==> src/rtl/instr_fetch_ctrl_if.sv <==
// Signal bundle between the fetch sequencer, the instruction ROM,
// the decode stage and the later pipeline stages that steer fetch.
interface instr_fetch_ctrl_if;
  logic        stall;
  logic        redirect_valid;
  logic [31:0] redirect_pc;
  logic        halt_req;
  logic        resume;
  logic        rom_en;
  logic [31:0] rom_addr;
  logic [31:0] rom_instr;
  logic [31:0] id_instr;
  logic [31:0] id_pc;
  logic        id_valid;
  logic        fault;
  logic [31:0] fault_addr;
  logic [31:0] fetch_cnt;

  modport master (
    input  stall, redirect_valid, redirect_pc, halt_req, resume, rom_instr,
    output rom_en, rom_addr, id_instr, id_pc, id_valid, fault, fault_addr, fetch_cnt
  );

  modport slave (
    output stall, redirect_valid, redirect_pc, halt_req, resume, rom_instr,
    input  rom_en, rom_addr, id_instr, id_pc, id_valid, fault, fault_addr, fetch_cnt
  );
endinterface

==> src/rtl/instr_fetch_ctrl.sv <==
// Fetch sequencer: owns the PC, drives a combinational ROM and fills the
// IF/ID register, with stall, redirect, halt/resume and sticky fault handling.
module instr_fetch_ctrl #(
  parameter logic [31:0] RESET_PC  = 32'h0000_0000,
  parameter int          MEM_BYTES = 1024
) (
  input  logic                clk,
  input  logic                rst,
  instr_fetch_ctrl_if.master  bus
);

  typedef enum logic [1:0] {S_IDLE, S_FETCH, S_HALT, S_FAULT} state_t;

  localparam logic [31:0] LIMIT = 32'(MEM_BYTES);

  state_t      r_state;
  logic [31:0] r_pc;
  logic [31:0] r_id_instr;
  logic [31:0] r_id_pc;
  logic        r_id_valid;
  logic        r_fault;
  logic [31:0] r_fault_addr;
  logic [31:0] r_fetch_cnt;

  logic w_in_range;
  logic w_redir_ok;
  logic w_redir_bad;
  logic w_halt_now;

  assign w_in_range  = (r_pc < LIMIT);
  assign w_redir_ok  = bus.redirect_valid && (bus.redirect_pc[1:0] == 2'b00);
  assign w_redir_bad = bus.redirect_valid && (bus.redirect_pc[1:0] != 2'b00);
  assign w_halt_now  = bus.halt_req && !bus.resume;

  // The ROM is only read on a cycle whose word will actually be captured.
  assign bus.rom_en     = (r_state == S_FETCH) && !bus.stall && !bus.redirect_valid && w_in_range;
  assign bus.rom_addr   = r_pc;
  assign bus.id_instr   = r_id_instr;
  assign bus.id_pc      = r_id_pc;
  assign bus.id_valid   = r_id_valid;
  assign bus.fault      = r_fault;
  assign bus.fault_addr = r_fault_addr;
  assign bus.fetch_cnt  = r_fetch_cnt;

  always_ff @(posedge clk or posedge rst) begin
    if (rst) begin
      r_state      <= S_IDLE;
      r_pc         <= RESET_PC;
      r_id_instr   <= '0;
      r_id_pc      <= '0;
      r_id_valid   <= 1'b0;
      r_fault      <= 1'b0;
      r_fault_addr <= '0;
      r_fetch_cnt  <= '0;
    end else begin
      case (r_state)
        S_IDLE: r_state <= S_FETCH;

        S_FETCH: begin
          if (w_redir_bad) begin
            r_state      <= S_FAULT;
            r_fault      <= 1'b1;
            r_fault_addr <= bus.redirect_pc;
            r_id_valid   <= 1'b0;
            r_id_instr   <= '0;
          end else if (w_redir_ok) begin
            // Flush wins over stall; a concurrent halt still takes effect.
            r_pc       <= bus.redirect_pc;
            r_id_valid <= 1'b0;
            r_id_instr <= '0;
            if (w_halt_now) r_state <= S_HALT;
          end else if (!w_in_range) begin
            r_state      <= S_FAULT;
            r_fault      <= 1'b1;
            r_fault_addr <= r_pc;
            r_id_valid   <= 1'b0;
            r_id_instr   <= '0;
          end else begin
            if (!bus.stall) begin
              r_id_instr  <= bus.rom_instr;
              r_id_pc     <= r_pc;
              r_id_valid  <= 1'b1;
              r_pc        <= r_pc + 32'd4;
              r_fetch_cnt <= r_fetch_cnt + 32'd1;
            end
            if (w_halt_now) r_state <= S_HALT;
          end
        end

        S_HALT: begin
          if (w_redir_bad) begin
            r_state      <= S_FAULT;
            r_fault      <= 1'b1;
            r_fault_addr <= bus.redirect_pc;
            r_id_valid   <= 1'b0;
            r_id_instr   <= '0;
          end else begin
            if (w_redir_ok) begin
              r_pc       <= bus.redirect_pc;
              r_id_valid <= 1'b0;
              r_id_instr <= '0;
            end else if (!bus.stall) begin
              r_id_valid <= 1'b0;
            end
            if (bus.resume) r_state <= S_FETCH;
          end
        end

        S_FAULT: r_id_valid <= 1'b0;
      endcase
    end
  end

endmodule

==> src/flat_wrapper.sv <==
// flat-port wrapper written by rule: the top's interface ports become plain ports
module instr_fetch_ctrl_flat 
#(
  parameter logic [31:0] RESET_PC  = 32'h0000_0000,
  parameter int          MEM_BYTES = 1024
)
  (clk, rst, bus_stall, bus_redirect_valid, bus_redirect_pc, bus_halt_req, bus_resume, bus_rom_instr, bus_rom_en, bus_rom_addr, bus_id_instr, bus_id_pc, bus_id_valid, bus_fault, bus_fault_addr, bus_fetch_cnt);
  instr_fetch_ctrl_if bus_i ();
  input  logic clk;
  input  logic rst;
  input wire logic [$bits(bus_i.stall)-1:0] bus_stall;
  input wire logic [$bits(bus_i.redirect_valid)-1:0] bus_redirect_valid;
  input wire logic [$bits(bus_i.redirect_pc)-1:0] bus_redirect_pc;
  input wire logic [$bits(bus_i.halt_req)-1:0] bus_halt_req;
  input wire logic [$bits(bus_i.resume)-1:0] bus_resume;
  input wire logic [$bits(bus_i.rom_instr)-1:0] bus_rom_instr;
  output wire logic [$bits(bus_i.rom_en)-1:0] bus_rom_en;
  output wire logic [$bits(bus_i.rom_addr)-1:0] bus_rom_addr;
  output wire logic [$bits(bus_i.id_instr)-1:0] bus_id_instr;
  output wire logic [$bits(bus_i.id_pc)-1:0] bus_id_pc;
  output wire logic [$bits(bus_i.id_valid)-1:0] bus_id_valid;
  output wire logic [$bits(bus_i.fault)-1:0] bus_fault;
  output wire logic [$bits(bus_i.fault_addr)-1:0] bus_fault_addr;
  output wire logic [$bits(bus_i.fetch_cnt)-1:0] bus_fetch_cnt;
  assign bus_i.stall = bus_stall;
  assign bus_i.redirect_valid = bus_redirect_valid;
  assign bus_i.redirect_pc = bus_redirect_pc;
  assign bus_i.halt_req = bus_halt_req;
  assign bus_i.resume = bus_resume;
  assign bus_i.rom_instr = bus_rom_instr;
  assign bus_rom_en = bus_i.rom_en;
  assign bus_rom_addr = bus_i.rom_addr;
  assign bus_id_instr = bus_i.id_instr;
  assign bus_id_pc = bus_i.id_pc;
  assign bus_id_valid = bus_i.id_valid;
  assign bus_fault = bus_i.fault;
  assign bus_fault_addr = bus_i.fault_addr;
  assign bus_fetch_cnt = bus_i.fetch_cnt;
  instr_fetch_ctrl #(.RESET_PC(RESET_PC), .MEM_BYTES(MEM_BYTES)) u_core (.clk(clk), .rst(rst), .bus(bus_i));
endmodule
==> config.mk <==
export PLATFORM = sky130hd
export DESIGN_NAME = instr_fetch_ctrl_flat
export DESIGN_NICKNAME = d
export VERILOG_FILES = /design/src/rtl/instr_fetch_ctrl_if.sv /design/src/rtl/instr_fetch_ctrl.sv /design/src/flat_wrapper.sv
export SDC_FILE = /design/constraint.sdc
export NUM_CORES = 1
export LEC_CHECK = 0
export ABC_AREA = 0
export BUFFER_PORTS_ARGS = -buffer_cell sky130_fd_sc_hd__buf_4
export CORE_MARGIN = 1
export CORE_UTILIZATION = 53
export CTS_BUF_LIST = sky130_fd_sc_hd__clkbuf_8
export CTS_CLUSTER_SIZE = 12
export DETAILED_ROUTE_END_ITERATION = 16
export GPL_ROUTABILITY_DRIVEN = 0
export GPL_TIMING_DRIVEN = 0
export PLACE_DENSITY = 0.79
export SETUP_SLACK_MARGIN = 0.1
export SLEW_MARGIN = 15
export SYNTH_ARGS = -nofsm -noshare
export SYNTH_HDL_FRONTEND = slang
export SYNTH_SLANG_ARGS = --single-unit
==> constraint.sdc <==
create_clock -name clk -period 7.25 [get_ports clk]
set_clock_uncertainty 0.05 [all_clocks]
set_input_delay 1.45 -clock clk [delete_from_list [all_inputs] [get_ports clk]]
set_output_delay 1.45 -clock clk [all_outputs]
set_load 0.02 [all_outputs]
# Word level (Yosys, flattened, before mapping)
# Index checks and enable logic that the tools add are counted.
[totals] register_bits=164 input_bits=70 out_inout_bits=163 word_cells=89
[op_classes] add_sub_neg=2 order_cmp=1 n_eq_ne=15 n_mux=39 bitwise=3 n_reduce_logical=21
[op_table] op="$mux 32" count=16
[op_table] op="$pmux 32 s2" count=3
[op_table] op="$add 32x1->32 const B" count=1
[op_table] op="$add 32x3->32 const B" count=1
[op_table] op="$lt 32x11->1 const B" count=1
[op_table] op="$mux 2" count=6
[op_table] op="$mux 1" count=11
[op_table] op="$logic_and 1x1->1" count=6
[op_table] op="$ne 3x1->1 const B" count=2
[op_table] op="$ne 3x2->1 const B" count=2
[op_table] op="$ne 3x3->1 const B" count=2
[op_table] op="$pmux 2 s3" count=1
[op_table] op="$reduce_and 3->1" count=2
[op_table] op="$reduce_and 6->1" count=1
[op_table] op="$reduce_bool 3->1" count=2
[op_table] op="$ne 5x5->1 const B" count=1
[op_table] op="$reduce_and 5->1" count=1
[op_table] op="$eq 2x2->1 const B" count=2
[op_table] op="$logic_not 2->1" count=2
[op_table] op="$ne 2x1->1 const B" count=2
[op_table] op="$ne 2x2->1 const B" count=2
[op_table] op="$ne 4x2->1 const B" count=1
[op_table] op="$reduce_and 4->1" count=1
[op_table] op="$reduce_bool 2->1" count=2
[op_table] op="other kinds (6)" count=10

# Depth between registers and ports, before layout
# Gate-level depths: netlist of the first run.
[depth] word_depth=7 mapped_depth=10 ltp_nobuf=7

# Least setup slack after synthesis of the first run
# Ideal clock, no wire load.
[synth_path] kind="input -> output" startpoint="input port bus_redirect_valid" endpoint="output port bus_rom_en" t_arrival_ps=2512 required_ps=5750 slack_ps=3238 cell_stages=4 n_path_buf=1 path_cell_list="nor4_4 -> nand3_2 -> inv_1 -> clkbuf_1"
[synth_between] elab_chain_cells=3
[synth_lines] element="start: declaration" line_no="flat_wrapper.sv:12" source="input wire logic [$bits(bus_i.redirect_valid)-1:0] bus_redirect_valid;"
[synth_lines] element="$logic_not 1->1" line_no="instr_fetch_ctrl.sv:36" source="assign bus.rom_en = (r_state == S_FETCH) && !bus.stall && !bus.redirect_valid && w_in_range;"
[synth_lines] element="$logic_and 1x1->1 (2 in a row)" line_no="instr_fetch_ctrl.sv:36"
[synth_lines] element="end: declaration" line_no="flat_wrapper.sv:17" source="output wire logic [$bits(bus_i.rom_en)-1:0] bus_rom_en;"
# No other way between the ends.

# Final worst setup path of the first run
[layout_path] startpoint="register u_core.r_pc[15], in the netlist u_core.bus.rom_addr[15]" endpoint="output port bus_rom_en"
[layout_between] elab_chain_cells=2
[layout_lines] element="start: declaration" line_no="instr_fetch_ctrl.sv:17" source="logic [31:0] r_pc;"
[layout_lines] element="start signal: assignment" line_no="instr_fetch_ctrl.sv:68" source="r_pc <= bus.redirect_pc;"
[layout_lines] element="start signal: assignment" line_no="instr_fetch_ctrl.sv:83" source="r_pc <= r_pc + 32'd4;"
[layout_lines] element="start signal: assignment" line_no="instr_fetch_ctrl.sv:99" source="r_pc <= bus.redirect_pc;"
[layout_lines] element="$lt 32x11->1" line_no="instr_fetch_ctrl.sv:30" source="assign w_in_range = (r_pc < LIMIT);"
[layout_lines] element="$logic_and 1x1->1" line_no="instr_fetch_ctrl.sv:36"
# No other way between the ends.

==> metrics.txt, run 1 <==
status finished, final reports clean; Routed Wire Length 21890 um; CTS H-tree depth 4; Synth area leader dfrtp_1; HP Class register to register; adder-cell share of the synthesized area 0.009798; Syn Nets 766; Cell Area, Synth 0.007662 mm^2; CP startpoint kind register; fin util 0.7261; final setup vio count 0; Syn Area/Cell approximately 11 um^2; Antenna Cells 0; post-DP HPWL 15800 um; Critical Path AT between 3 and 4 ns; Routed Antenna Nets 0; Crit Path Class register to primary output; GRT overflow 0; Initial DRC Count approximately 750; CTS Buffer Depth 2; GR Util All Layers 0.3022; first-pass GRT wire length 34590 um; number of warnings issued by yosys 0; synthesized netlist cell count 690; Distinct cells, synth 57; f_max approximately 220 MHz; DR top layer met4; measured slew at the worst slew-check pin 0.6758 ns; leak pwr 4.910 nW; max cap viols 0; CORE AREA 0.01399 mm^2; Yosys top cell area share 0.5356; unrepaired setup endpoints after global routing no; Synth Area in Simple Gates 0.1693; overall power around 3.7 mW; Synth Flop Type dfrtp_1; drt first pass iters 6; Die ar. 0.01494 mm^2; CTS tree yes; DRC 0; #FFs+latches synth 164; Final Hold Viols 0; Die X 122.2 um; routed length per instance 19.30 um; compound-cell area share of the yosys netlist 0.1231; post-synthesis async set-or-reset flop share 1.000; # IOs about 230; multiplexer share of the synthesized area 0.09553; fin. max-slew vios 0; share of cells above drive strength 1 0.3763; Site Rows 43; vias in the first global route just under 7000; Worst-Skew Late Latency 0.47 ns; nets around 1000; Via density 6.004; largest family of logic cells by synthesized area simple AND/OR/NAND/NOR gates; CTS Sinks between 150 and 200; antenna violations before repair 0; Inserted Clock Buffers 17; Max-slew headroom 0.5485; CP max FO 10; Initial Util 0.5478; met2 WL post-DR between 10000 and 15000 um; Root Buffer clkbuf_8; Synth Area in XOR/XNOR 0.03543; Clock Pin Slew Worst Setup and Hold Paths 0.09 ns; Met3 Wirelength 1875 um; # fillers a little over 1000; chip height approximately 120 um; synth top area cells dfrtp_1 (54%), mux2_2 (9.6%), nand2_1 (3.7%), a22o_1 (3.7%), and2_1 (2.2%); Final period util 0.6354; EDFF count, synth 0; CP Capture Type primary output; pwr/cell area 364.0 mW/mm^2; sequential fraction of the synthesis area 0.5356; Tmin final 4.607 ns; M1 wire length slightly below 9000 um; largest net degree at the start of global routing 103; post-cts resize count 0; via count a little under 7000; post-CTS setup buffer count 0; # hold bufs at CTS 0; P&R area growth vs syn 32.56%; Port Buffers 231; CP Data Required Time 5.75 ns; worst vdd ir 0.2856 mV
-- final cells by class --
class	count	area, um^2	share of cell area
sequential	164	4104	0.4040
multi-input combinational	468	3319	0.3268
timing repair buffer	232	1762	0.1734
clock buffer	20	275.3	0.02710
clock inverter	12	225.2	0.02217
tap	180	225.2	0.02217
buffer	44	186.4	0.01835
inverter	14	60.06	0.005913
-- state kept, by name, indices dropped and copies added (netlist names) --
register	cells
u_core.bus.fault_addr	32
u_core.bus.fetch_cnt	32
u_core.bus.id_instr	32
u_core.bus.id_pc	32
u_core.bus.rom_addr	32
u_core.r_state	2
u_core.bus.fault	1
u_core.bus.id_valid	1
-- report_power, final --
part / switching [mW] / total [mW] / internal, mW
combinational: 0.907 / 1.57 / 0.664
sequential: 0.205 / 1.30 / 1.10
clock: 0.348 / 0.822 / 0.474
total: 1.46 / 3.70 / 2.24
-- synthesized netlist by cell type (all sizes together), types with 14 or more instances --
master  instances
and2           27
dfrtp         164
mux2           65
a21oi          18
nor2           18
o21ai          22
a22o           32
nand4          18
nand3          18
buf            19
xor2           18
nand2          76
nor4           16
nor3           24
inv            14
clkbuf         25
-- critical path, stage by stage (launching register included) --
cell and delay [ns]:
dfrtp_1 0.39, buf_2 0.17, or4_1 0.58, nor3_2 0.37, nand3_2 0.31, inv_1 0.21
clkbuf_1 0.37, buf_4 0.23
-- cell usage in the layout, fill, tap and decap left out, types with 17 or more instances in the layout --
cell	instances
xor2_1	18
nor2_1	18
mux2_2	65
buf_4	231
nand2_1	75
clkbuf_8	20
nand3_1	17
dfrtp_1	164
nand4_1	18
a21oi_1	18
clkbuf_1	25
nor3_1	23
a22o_1	32
and2_1	27
buf_2	17
-- kinds of logic after synthesis --
kind of cell	after synthesis
adders and majority gates	6
DFF	164
muxes	65
xor gates and xnor gates	31
AOI/OAI and AO/OA	125
and+or+nand+nor	241
buffers and inverters	58
-- layer usage --
| metal | vias to the layer above | global-route usage |
|---|---|---|
| met2 | 382 | 0.4821 |
| li1 | 3035 | - |
| met3 | 54 | 0.06506 |
| met5 | - | 0 |
| met1 | 3337 | 0.3933 |
| met4 | 0 | 0.1418 |
-- per-stage QoR --
stage / TNS, ns / std cells / setup slack [ns] / hold slack (ns) / instance area [um^2]
after floorplan: 0 / 690 / 1.317 / 0.4690 / 7662
after global placement: -49.46 / 1101 / -0.3067 / 0.4015 / 9622
after detailed placement: 0 / 1102 / 2.682 / 0.4137 / 9657
after CTS: 0 / 1134 / 2.665 / 0.4305 / 10160
after global routing: 0 / 1134 / 2.460 / 0.4588 / 10160
final: 0 / 1134 / 2.643 / 0.4286 / 10160
-- final timing paths --
kind | from | endpoint | slack, ns | depth (start not counted)
worst min register to register | u_core.bus.fetch_cnt[31] | u_core.bus.fetch_cnt[31] | 0.43 | 1
worst max-delay path | u_core.bus.rom_addr[15] | bus_rom_en | 2.64 | 7
worst max register to register | u_core.r_state[0] | u_core.bus.rom_addr[2] | 4.34 | 10
worst min-delay path | u_core.bus.fetch_cnt[31] | u_core.bus.fetch_cnt[31] | 0.43 | 1
max in group asynchronous | rst | u_core.bus.rom_addr[5] | 5.35 | 3
min in group asynchronous | rst | u_core.bus.fault_addr[31] | 0.96 | 2
No activity file was read; power rests on OpenSTA's default activity.
==> run 2: changes to the inputs <==
--- a/config.mk
+++ b/config.mk
@@ -5,16 +5,16 @@
 export SDC_FILE = /design/constraint.sdc
 export NUM_CORES = 1
 export LEC_CHECK = 0
-export ABC_AREA = 0
+export ABC_AREA = 1
 export BUFFER_PORTS_ARGS = -buffer_cell sky130_fd_sc_hd__buf_4
 export CORE_MARGIN = 1
-export CORE_UTILIZATION = 53
+export CORE_UTILIZATION = 55
 export CTS_BUF_LIST = sky130_fd_sc_hd__clkbuf_8
 export CTS_CLUSTER_SIZE = 12
 export DETAILED_ROUTE_END_ITERATION = 16
 export GPL_ROUTABILITY_DRIVEN = 0
 export GPL_TIMING_DRIVEN = 0
-export PLACE_DENSITY = 0.79
+export PLACE_DENSITY = 0.8
 export SETUP_SLACK_MARGIN = 0.1
 export SLEW_MARGIN = 15
 export SYNTH_ARGS = -nofsm -noshare
==> constraint.sdc (replaced) <==
create_clock -name clk -period 4.7 [get_ports clk]
set_clock_uncertainty 0.05 [all_clocks]
set_input_delay 0.94 -clock clk [delete_from_list [all_inputs] [get_ports clk]]
set_output_delay 0.94 -clock clk [all_outputs]
set_load 0.02 [all_outputs]
==> run 2 against run 1 <==
Sequential power up 58%; utilization grew 0.53 points; sequential share of layout area shrank 4.0 points; total power rose by 54%; clock power rose by 18%; critical path type unchanged; largest cell class unchanged.
==> metrics.txt, run 2 <==
vias in the first global route 8121 (+21%); CTS H-tree depth 4 (unchanged); Final Hold Viols 0 (unchanged); final setup TNS 0 ns (unchanged); net switching fraction of the power 0.4483 (+0.05345); combinational power share 0.468 (+0.043); Site Rows 45 (+4.7%); post-synthesis async set-or-reset flop share 1.000 (unchanged); register share of total power 0.362 (+0.009); fin util 0.7315 (+0.005350); Die X 128.5 um (+5.1%); largest net degree at the start of global routing 37 (-64%); CTS tree yes; first-pass GRT wire length 41140 um (+19%); Routed Wire Length 25930 um (+18%); Critical Path AT 2.03 ns (-1.08 ns); Synth Flop Type dfrtp_1; most frequent cells in the layout nand2_1 (436), buf_4 (239), dfrtp_1 (164); DRC 0 (unchanged); sequential fraction of the synthesis area 0.4665 (-0.06909); P&R area growth vs syn 28.28%; nets 1522 (+50%); P_sw 2.557 mW (+75%); Internal 3.147 mW (+41%); antenna violations before repair 0 (unchanged); CP max FO 5 (-5); routed length per instance 15.53 um (-20%); chip height 128.5 um (+5.1%); placed cell area 0.01091 mm^2 (+13%); Initial DRC Count 839 (+12%); Inserted Clock Buffers 17 (unchanged); CTS Buffer Depth 2 (unchanged); Syn Nets 1266 (+65%); # fillers 1339 (+30%); Design Area, Final 0.01128 mm^2 (+11%); post-DP HPWL 19900 um (+26%); Crit Path Class register to primary output; Synth area leader dfrtp_1; CP Capture Type primary output; commonest non-fill, non-tap cell in the layout nand2_1; synthesized netlist cell count 1190 (+72%); Syn Area/Cell 7.393 um^2 (-33%); Cell Area, Synth 0.008797 mm^2 (+15%); post-CTS setup buffer count 0 (unchanged); post-cts resize count 0 (unchanged); via count 8895 (+31%); Via density 5.330 (-11%); drt first pass iters 8 (+2); Die ar. 0.01650 mm^2 (+10%); Max-slew headroom 0.5979 (+0.04947); f_max 330.9 MHz; HP Class register to register; CP startpoint kind register; leak pwr 5.832 nW (+19%); # hold bufs at CTS 0 (unchanged); EDFF count, synth 0 (unchanged); number of warnings issued by yosys 0 (unchanged); Port Buffers 232 (+0.43%); worst vdd ir 0.3354 mV (+17%); CTS Sinks 164 (unchanged); #FFs+latches synth 164 (unchanged); GR Util All Layers 0.3200 (+0.01785); Tmin final 3.022 ns; clock network power share 0.171 (-0.051); CORE AREA 0.01543 mm^2 (+10%); storage element area 0.004104 mm^2 (unchanged); most frequent cell after synthesis nand2_1; Routed Antenna Nets 0 (unchanged); Final period util 0.6429; CP Data Required Time 3.71 ns (-2.04 ns); Initial Util 0.5702 (+0.02247); unrepaired setup endpoints after global routing no; fin. max-slew vios 0 (unchanged); Yosys top cell area share 0.4665 (-0.06909); Commonest cells post-synth nand2_1 (436), dfrtp_1 (164), nor2_1 (147), o21ai_0 (88), inv_1 (87); final setup vio count 0 (unchanged); Worst-Skew Late Latency 0.46 ns (about the same); max cap viols 0 (unchanged); measured slew at the worst slew-check pin 0.6018 ns (-0.07401 ns); share of cells above drive strength 1 0.2311 (-0.1452); reg2reg setup slack 2.39 ns (-1.95 ns); area of the multi-input gates 0.004063 mm^2 (+22%); Root Buffer clkbuf_8; Antenna Cells 0 (unchanged); # IOs 233 (unchanged); pwr/cell area 505.4 mW/mm^2 (+39%); synth top area cells dfrtp_1 (47%), nand2_1 (19%), nor2_1 (6.3%), o21ai_0 (5.0%), inv_1 (3.7%); Clock Pin Slew Worst Setup and Hold Paths 0.08 ns (about the same); Distinct cells, synth 36 (-37%); status finished, final reports clean; GRT overflow 0 (unchanged)
## run 2: final cells by class
cell class / count / area share
plain buffers: 49 / 0.02495
flip-flops and latches: 164 / 0.3637
multi-input cells: 884 / 0.3600
repair buffers: 237 / 0.1639
well taps: 211 / 0.02339
clock buffers: 19 / 0.02317
clock inverters: 12 / 0.009646
inverters: 93 / 0.03127
## run 2: final timing paths
kind | cells after the start | end | startpoint
worst max-delay path | 6 | bus_rom_en | u_core.bus.rom_addr[10]
worst min-delay path | 2 | u_core.bus.fault | u_core.bus.fault
worst max register to register | 9 | u_core.bus.rom_addr[22] | u_core.r_state[0]
worst min register to register | 2 | u_core.bus.fault | u_core.bus.fault
max in group asynchronous | 5 | u_core.bus.fetch_cnt[29] | rst
min in group asynchronous | 2 | u_core.bus.id_pc[8] | rst
## run 2: critical path, stage by stage, from the launching register on
cell and delay [ns]:
dfrtp_1 0.47, inv_2 0.10, nand2_1 0.07, nor2_1 0.27
nand4_1 0.25, nor3_1 0.21, buf_4 0.19
## run 2: power groups by stage
stage	clock (mW)	combinational [mW]	sequential [mW]
finish	0.974	2.67	2.06
global route	1.05	2.93	2.10
CTS	0.985	2.66	2.05
detailed placement	0	2.65	2.07
global placement	0	2.59	2.06
floorplan	0	1.31	2.36
## run 2: through the flow
step / hold slack [ns] / worst slack, ns / total power, mW / cells
2_1_floorplan: 0.4696 / 1.625 / 3.671 / 1190
3_3_place_gp: 0.4050 / 0.5781 / 4.652 / 1633
3_5_place_dp: 0.4165 / 1.947 / 4.716 / 1638
4_1_cts: 0.4416 / 1.689 / 5.690 / 1669
5_1_grt: 0.4620 / 1.573 / 6.069 / 1669
6_report: 0.4392 / 1.678 / 5.704 / 1669
## run 2: cell families (layout without fill, tap and decap cells)
family,after synthesis,after routing,share of synthesized area
compound gates,129,129,0.07609
xor+xnor,22,22,0.02190
fa+ha+maj,6,6,0.008533
buf+inv,142,410,0.07168
flops,164,164,0.4665
mux,10,10,0.01138
simple gates,717,717,0.3439
## run 2: layer usage
metal / vias up / share of wire / track usage / wire length (um)
met4: 0 / 0.025 / 0.1163 / 642
met1: 4147 / 0.45 / 0.4614 / 11580
met5: - / 0 / 0 / 0
met2: 405 / 0.44 / 0.4757 / 11380
met3: 55 / 0.090 / 0.06944 / 2322
li1: 4288 / - / - / -
